File: config.mk
export PLATFORM = sky130hd
export DESIGN_NAME = fifo_uart_tx
export DESIGN_NICKNAME = d
export VERILOG_FILES = /design/src/rtl/fifo_pkg.sv /design/src/rtl/uart_bit_timer.sv /design/src/rtl/fifo_uart_tx.sv
export SDC_FILE = /design/constraint.sdc
export NUM_CORES = 1
export LEC_CHECK = 0
export ABC_AREA = 0
export BUFFER_PORTS_ARGS = -buffer_cell sky130_fd_sc_hd__clkbuf_2
export CAP_MARGIN = 20
export CORE_MARGIN = 1.5
export CORE_UTILIZATION = 50
export CTS_CLUSTER_SIZE = 20
export DETAILED_ROUTE_END_ITERATION = 7
export PLACE_DENSITY = 0.77
export SLEW_MARGIN = 20
export SYNTH_ARGS = -nofsm -noshare
export SYNTH_HDL_FRONTEND = slang
export SYNTH_SLANG_ARGS = --single-unit
File: constraint.sdc
create_clock -name clock -period 3.15 [get_ports clock]
set_clock_uncertainty 0.2 [all_clocks]
set_input_delay 0.4725 -clock clock [delete_from_list [all_inputs] [get_ports clock]]
set_output_delay 0.4725 -clock clock [all_outputs]
set_load 0.1 [all_outputs]
File: src/rtl/fifo_pkg.sv
// Shared types and constants for the FIFO-draining UART transmitter.
// Holds the default word width, the FSM state encoding and the parity-mode values.
package fifo_pkg;

   localparam int DATA_W_DEF = 16;

   localparam logic PAR_EVEN = 1'b0;
   localparam logic PAR_ODD  = 1'b1;

   typedef enum logic [2:0] {
      ST_IDLE,
      ST_LOAD,
      ST_START,
      ST_DATA,
      ST_PARITY,
      ST_STOP
   } state_t;

endpackage

File: src/rtl/uart_bit_timer.sv
// Bit-period down-counter: bit_tick marks the last cycle of each serial bit.
// restart reloads the count so the next bit starts a full period from now.
module uart_bit_timer #(
   parameter int CLKS_PER_BIT = 16
) (
   input  logic clock,
   input  logic reset,
   input  logic restart,
   output logic bit_tick
);

   localparam int CW = (CLKS_PER_BIT > 1) ? $clog2(CLKS_PER_BIT) : 1;
   localparam logic [CW-1:0] RELOAD = CW'(CLKS_PER_BIT - 1);

   logic [CW-1:0] count;

   always_ff @(posedge clock) begin
      if (reset) begin
         count <= '0;
      end else if (restart || (count == '0)) begin
         count <= RELOAD;
      end else begin
         count <= count - 1'b1;
      end
   end

   assign bit_tick = (count == '0);

endmodule

File: src/rtl/fifo_uart_tx.sv
// Pops words from a show-ahead FIFO and sends each as an async serial frame:
// start bit, DATA_W data bits LSB-first, optional parity bit, STOP_BITS stop bits.
module fifo_uart_tx
   import fifo_pkg::*;
#(
   parameter int DATA_W       = DATA_W_DEF,
   parameter int CLKS_PER_BIT = 16,
   parameter int PARITY_EN    = 0,
   parameter int PARITY_ODD   = 0,
   parameter int STOP_BITS    = 1
) (
   input  logic              clock,
   input  logic              reset,
   input  logic              clear,
   input  logic              enable,
   input  logic              fifo_empty,
   input  logic [DATA_W-1:0] fifo_data,
   output logic              fifo_read,
   output logic              tx,
   output logic              busy,
   output logic              word_done,
   output state_t            state
);

   localparam int IW = (DATA_W > 1) ? $clog2(DATA_W) : 1;
   localparam logic [IW-1:0] LAST_BIT  = IW'(DATA_W - 1);
   localparam logic [IW-1:0] LAST_STOP = IW'(STOP_BITS - 1);
   localparam logic          ODD_BIT   = (PARITY_ODD != 0) ? PAR_ODD : PAR_EVEN;

   state_t            state_next;
   logic [DATA_W-1:0] shreg, shreg_next;
   logic [IW-1:0]     idx, idx_next;
   logic              par_bit, par_next;
   logic              tx_next;
   logic              restart;
   logic              bit_tick;
   logic              pop_ok;
   logic              sync_rst;

   assign sync_rst = reset | clear;
   assign pop_ok   = enable & ~fifo_empty;

   uart_bit_timer #(
      .CLKS_PER_BIT(CLKS_PER_BIT)
   ) u_timer (
      .clock   (clock),
      .reset   (sync_rst),
      .restart (restart),
      .bit_tick(bit_tick)
   );

   always_comb begin
      state_next = state;
      shreg_next = shreg;
      idx_next   = idx;
      par_next   = par_bit;
      restart    = 1'b0;
      word_done  = 1'b0;
      case (state)
         ST_IDLE: begin
            if (pop_ok) state_next = ST_LOAD;
         end
         ST_LOAD: begin
            shreg_next = fifo_data;
            par_next   = (^fifo_data) ^ ODD_BIT;
            restart    = 1'b1;
            state_next = ST_START;
         end
         ST_START: begin
            if (bit_tick) state_next = ST_DATA;
         end
         ST_DATA: begin
            if (bit_tick) begin
               if (idx == LAST_BIT) begin
                  idx_next   = '0;
                  state_next = (PARITY_EN != 0) ? ST_PARITY : ST_STOP;
               end else begin
                  idx_next   = idx + 1'b1;
                  shreg_next = shreg >> 1;
               end
            end
         end
         ST_PARITY: begin
            if (bit_tick) state_next = ST_STOP;
         end
         ST_STOP: begin
            // idx is reused to count stop bits
            if (bit_tick) begin
               if (idx == LAST_STOP) begin
                  idx_next   = '0;
                  word_done  = 1'b1;
                  state_next = pop_ok ? ST_LOAD : ST_IDLE;
               end else begin
                  idx_next = idx + 1'b1;
               end
            end
         end
         default: state_next = ST_IDLE;
      endcase
   end

   // tx is registered, so it is derived from where the FSM is going next
   always_comb begin
      tx_next = 1'b1;
      case (state_next)
         ST_START:  tx_next = 1'b0;
         ST_DATA:   tx_next = shreg_next[0];
         ST_PARITY: tx_next = par_bit;
         default:   tx_next = 1'b1;
      endcase
   end

   always_ff @(posedge clock) begin
      if (sync_rst) begin
         state     <= ST_IDLE;
         shreg     <= '0;
         idx       <= '0;
         par_bit   <= 1'b0;
         tx        <= 1'b1;
         fifo_read <= 1'b0;
      end else begin
         state     <= state_next;
         shreg     <= shreg_next;
         idx       <= idx_next;
         par_bit   <= par_next;
         tx        <= tx_next;
         fifo_read <= (state_next == ST_LOAD);
      end
   end

   assign busy = (state != ST_IDLE);

endmodule

==> metrics <==
outcome=finished clean; initial detailed-routing violation count=46; Worst R2R Start=u_timer.count[0]; top_reg_cell synth=dfxtp_1; clk sinks=30; power density cells=482 mW/mm²; clock buffer depth=2; Tot GR Track Use=21.2%; critical path class=reg2out; wire length per cell=13.7 µm; fin. max-slew vios=0; Root Buffer=clkbuf_4; Req. time, crit path=2.48 ns; synthesis-to-finish area growth=15.7%; synthesized area=0.00149 mm²; Synthesis Warnings=0; crit end category=output pin; CTS Hold Bufs=0; Initial Util=53.6%; async set or reset register ratio after synthesis=0%; Leak Pwr=0.653 nW; I/O Pins=28; synth top area cells=dfxtp_1, xnor2_1, a21oi_1, a22oi_1, nand2_1; worst hold path class=in2reg; die area=0.00332 mm²; Hold Path End=shreg[15]; Via density=5.64; post-synth top area share=40.3%; Vias=1314; layout cells sized above 1=19.8%; global route total overflow=0; setup TNS=0 ns; initial antenna violation count=0; Util after Layout=62.0%; synthesized area per cell=8.47 µm²; postcts setup bufs=0; Pre-Repair DR Iteration Count=4; DRC=0; Arr. time, crit path=2.05 ns; setup slack, reg-to-reg=0.81 ns; ANT cells=0; count of cell types in the netlist=34; H-tree Lvls=2; max-cap violations=0; final wirelength=3190 µm; top cell type by total area after synthesis=dfxtp_1; maximum vdd drop=0.426 mV; GPL Wtd Cong=0.851; hold depth=3; post_cts resized=0; final setup fails=0; Synth Instances=176; Die Span Y=57.6 µm; clock-pin slew on the worst setup and hold paths=0.09 ns; die width=57.6 µm; first-pass GRT wire length=5310 µm; RSZ-0062 raised after global routing=no; hold violation total from the final report=0; R2R cell count=7; crit path max fanout=3; DRT antenna net count=0; register bit total from synthesis=30; R2R Path End=tx; Post-DP HPWL=2310 µm; max-slew headroom at the worst pin=39.4%; syn_nets=200; core area=0.00278 mm²; Tightest Pin Transition=0.909 ns; maximum clock rate=0.368 GHz; largest net degree at the start of global routing=21; CTS tree=yes; Nets=226; CTS Buf Count=5; clk_lat worst skew=0.33 ns; final period utilization=86.3%; FP Rows=19; sequential-to-total area share from yosys stat=40.3%; number of global-route vias before repair=1197; Post-synth EDFFs=0; Setup crit start kind=flop; HP Start=fifo_data[15]; minimum clock period after layout=2.72 ns; number of I/O port buffers=27
-- sequential cells by signal, indices dropped and copies added (netlist names) --
signal,cells
fifo_read,1
idx,4
par_bit,1
state,3
shreg,16
u_timer.count,4
tx,1
-- per-stage QoR --
stage | total power [mW] | setup WS, ns | hold slack, ns | std cells | cell area, µm²
finish | 0.831 | 0.431 | 0.189 | 233 | 1720
global route | 0.870 | 0.265 | 0.174 | 233 | 1720
CTS | 0.837 | 0.452 | 0.183 | 233 | 1720
detailed placement | 0.525 | 0.815 | 0.246 | 226 | 1640
global placement | 0.520 | 0.887 | 0.242 | 226 | 1640
floorplan | 0.491 | 0.0499 | 0.233 | 176 | 1490
-- worst max-delay path by stage --
| stage | from | to | slack (ns) | cells after the start |
|---|---|---|---|---|
| 2_1_floorplan | state[2] | word_done | 0.05 | 4 |
| 3_3_place_gp | idx[0] | word_done | 0.89 | 6 |
| 3_5_place_dp | idx[0] | word_done | 0.82 | 6 |
| 4_1_cts | idx[0] | word_done | 0.45 | 6 |
| 5_1_grt | idx[0] | word_done | 0.27 | 6 |
| 6_report | idx[0] | word_done | 0.43 | 6 |
-- Yosys cell counts, types with 2 or more instances --
library cell and number:
clkbuf_1 4, o21ai_0 5, nor2_1 10, a21boi_1 2, inv_1 5, nor3b_1 2, nor3_1 3, nor2b_1 2
or4_1 2, ha_1 3, xnor2_1 17, buf_2 6, a31oi_1 2, and2_1 4, nand3_1 4, nand2_1 18
xor2_1 3, and3_1 3, nand2b_1 2, dfxtp_1 30, a22oi_1 14, a21oi_1 23
-- kinds of logic after synthesis --
kind of cell               share of synthesized area, %
AOI/OAI and AO/OA                                  19.6
xor gates and xnor gates                           11.8
adders and majority gates                          2.52
buffers and inverters                              4.53
DFF                                                40.3
muxes                                             0.672
and+or+nand+nor                                    20.7
-- worst max-delay path, cell delays in order, from the launching register on --
cell and delay, ns:
dfxtp_1 0.34, inv_1 0.09, ha_1 0.17, nor3b_1 0.31, and3_1 0.24, and2_1 0.13, clkbuf_2 0.45
-- per-layer routing --
layer / GRT usage (%) / vias up / part of all wire, %
met5: 0 / - / 0
met4: 11.0 / 0 / 1.2
met3: 4.76 / 4 / 6.4
met2: 34.1 / 51 / 48
met1: 26.3 / 594 / 45
li1: - / 665 / -
-- placed cells by master (no fill, tap or decap), types with 5 or more instances in the layout --
cell	netlist	final
dfxtp_1	30	30
clkbuf_2	0	27
a21oi_1	23	23
nand2_1	18	18
xnor2_1	17	17
a22oi_1	14	14
nor2_1	10	10
inv_1	5	5
o21ai_0	5	5
clkbuf_4	0	5
-- where the power goes --
part | internal (mW) | total [mW] | switching (mW) | leakage [nW]
clock network | 0.185 | 0.315 | 0.130 | 0.0443
registers | 0.386 | 0.393 | 0.00688 | 0.243
logic | 0.0542 | 0.123 | 0.0686 | 0.366
-- final cells by class --
type | count | area (µm²)
clock inverter | 1 | 30.0
fill | 241 | 1060
sequential | 30 | 601
multi-input combinational | 130 | 827
tap | 31 | 38.8
inverter | 5 | 18.8
timing repair buffer | 30 | 158
clock buffer | 6 | 51.3
Note: power is estimated with default switching activity, not from simulation.
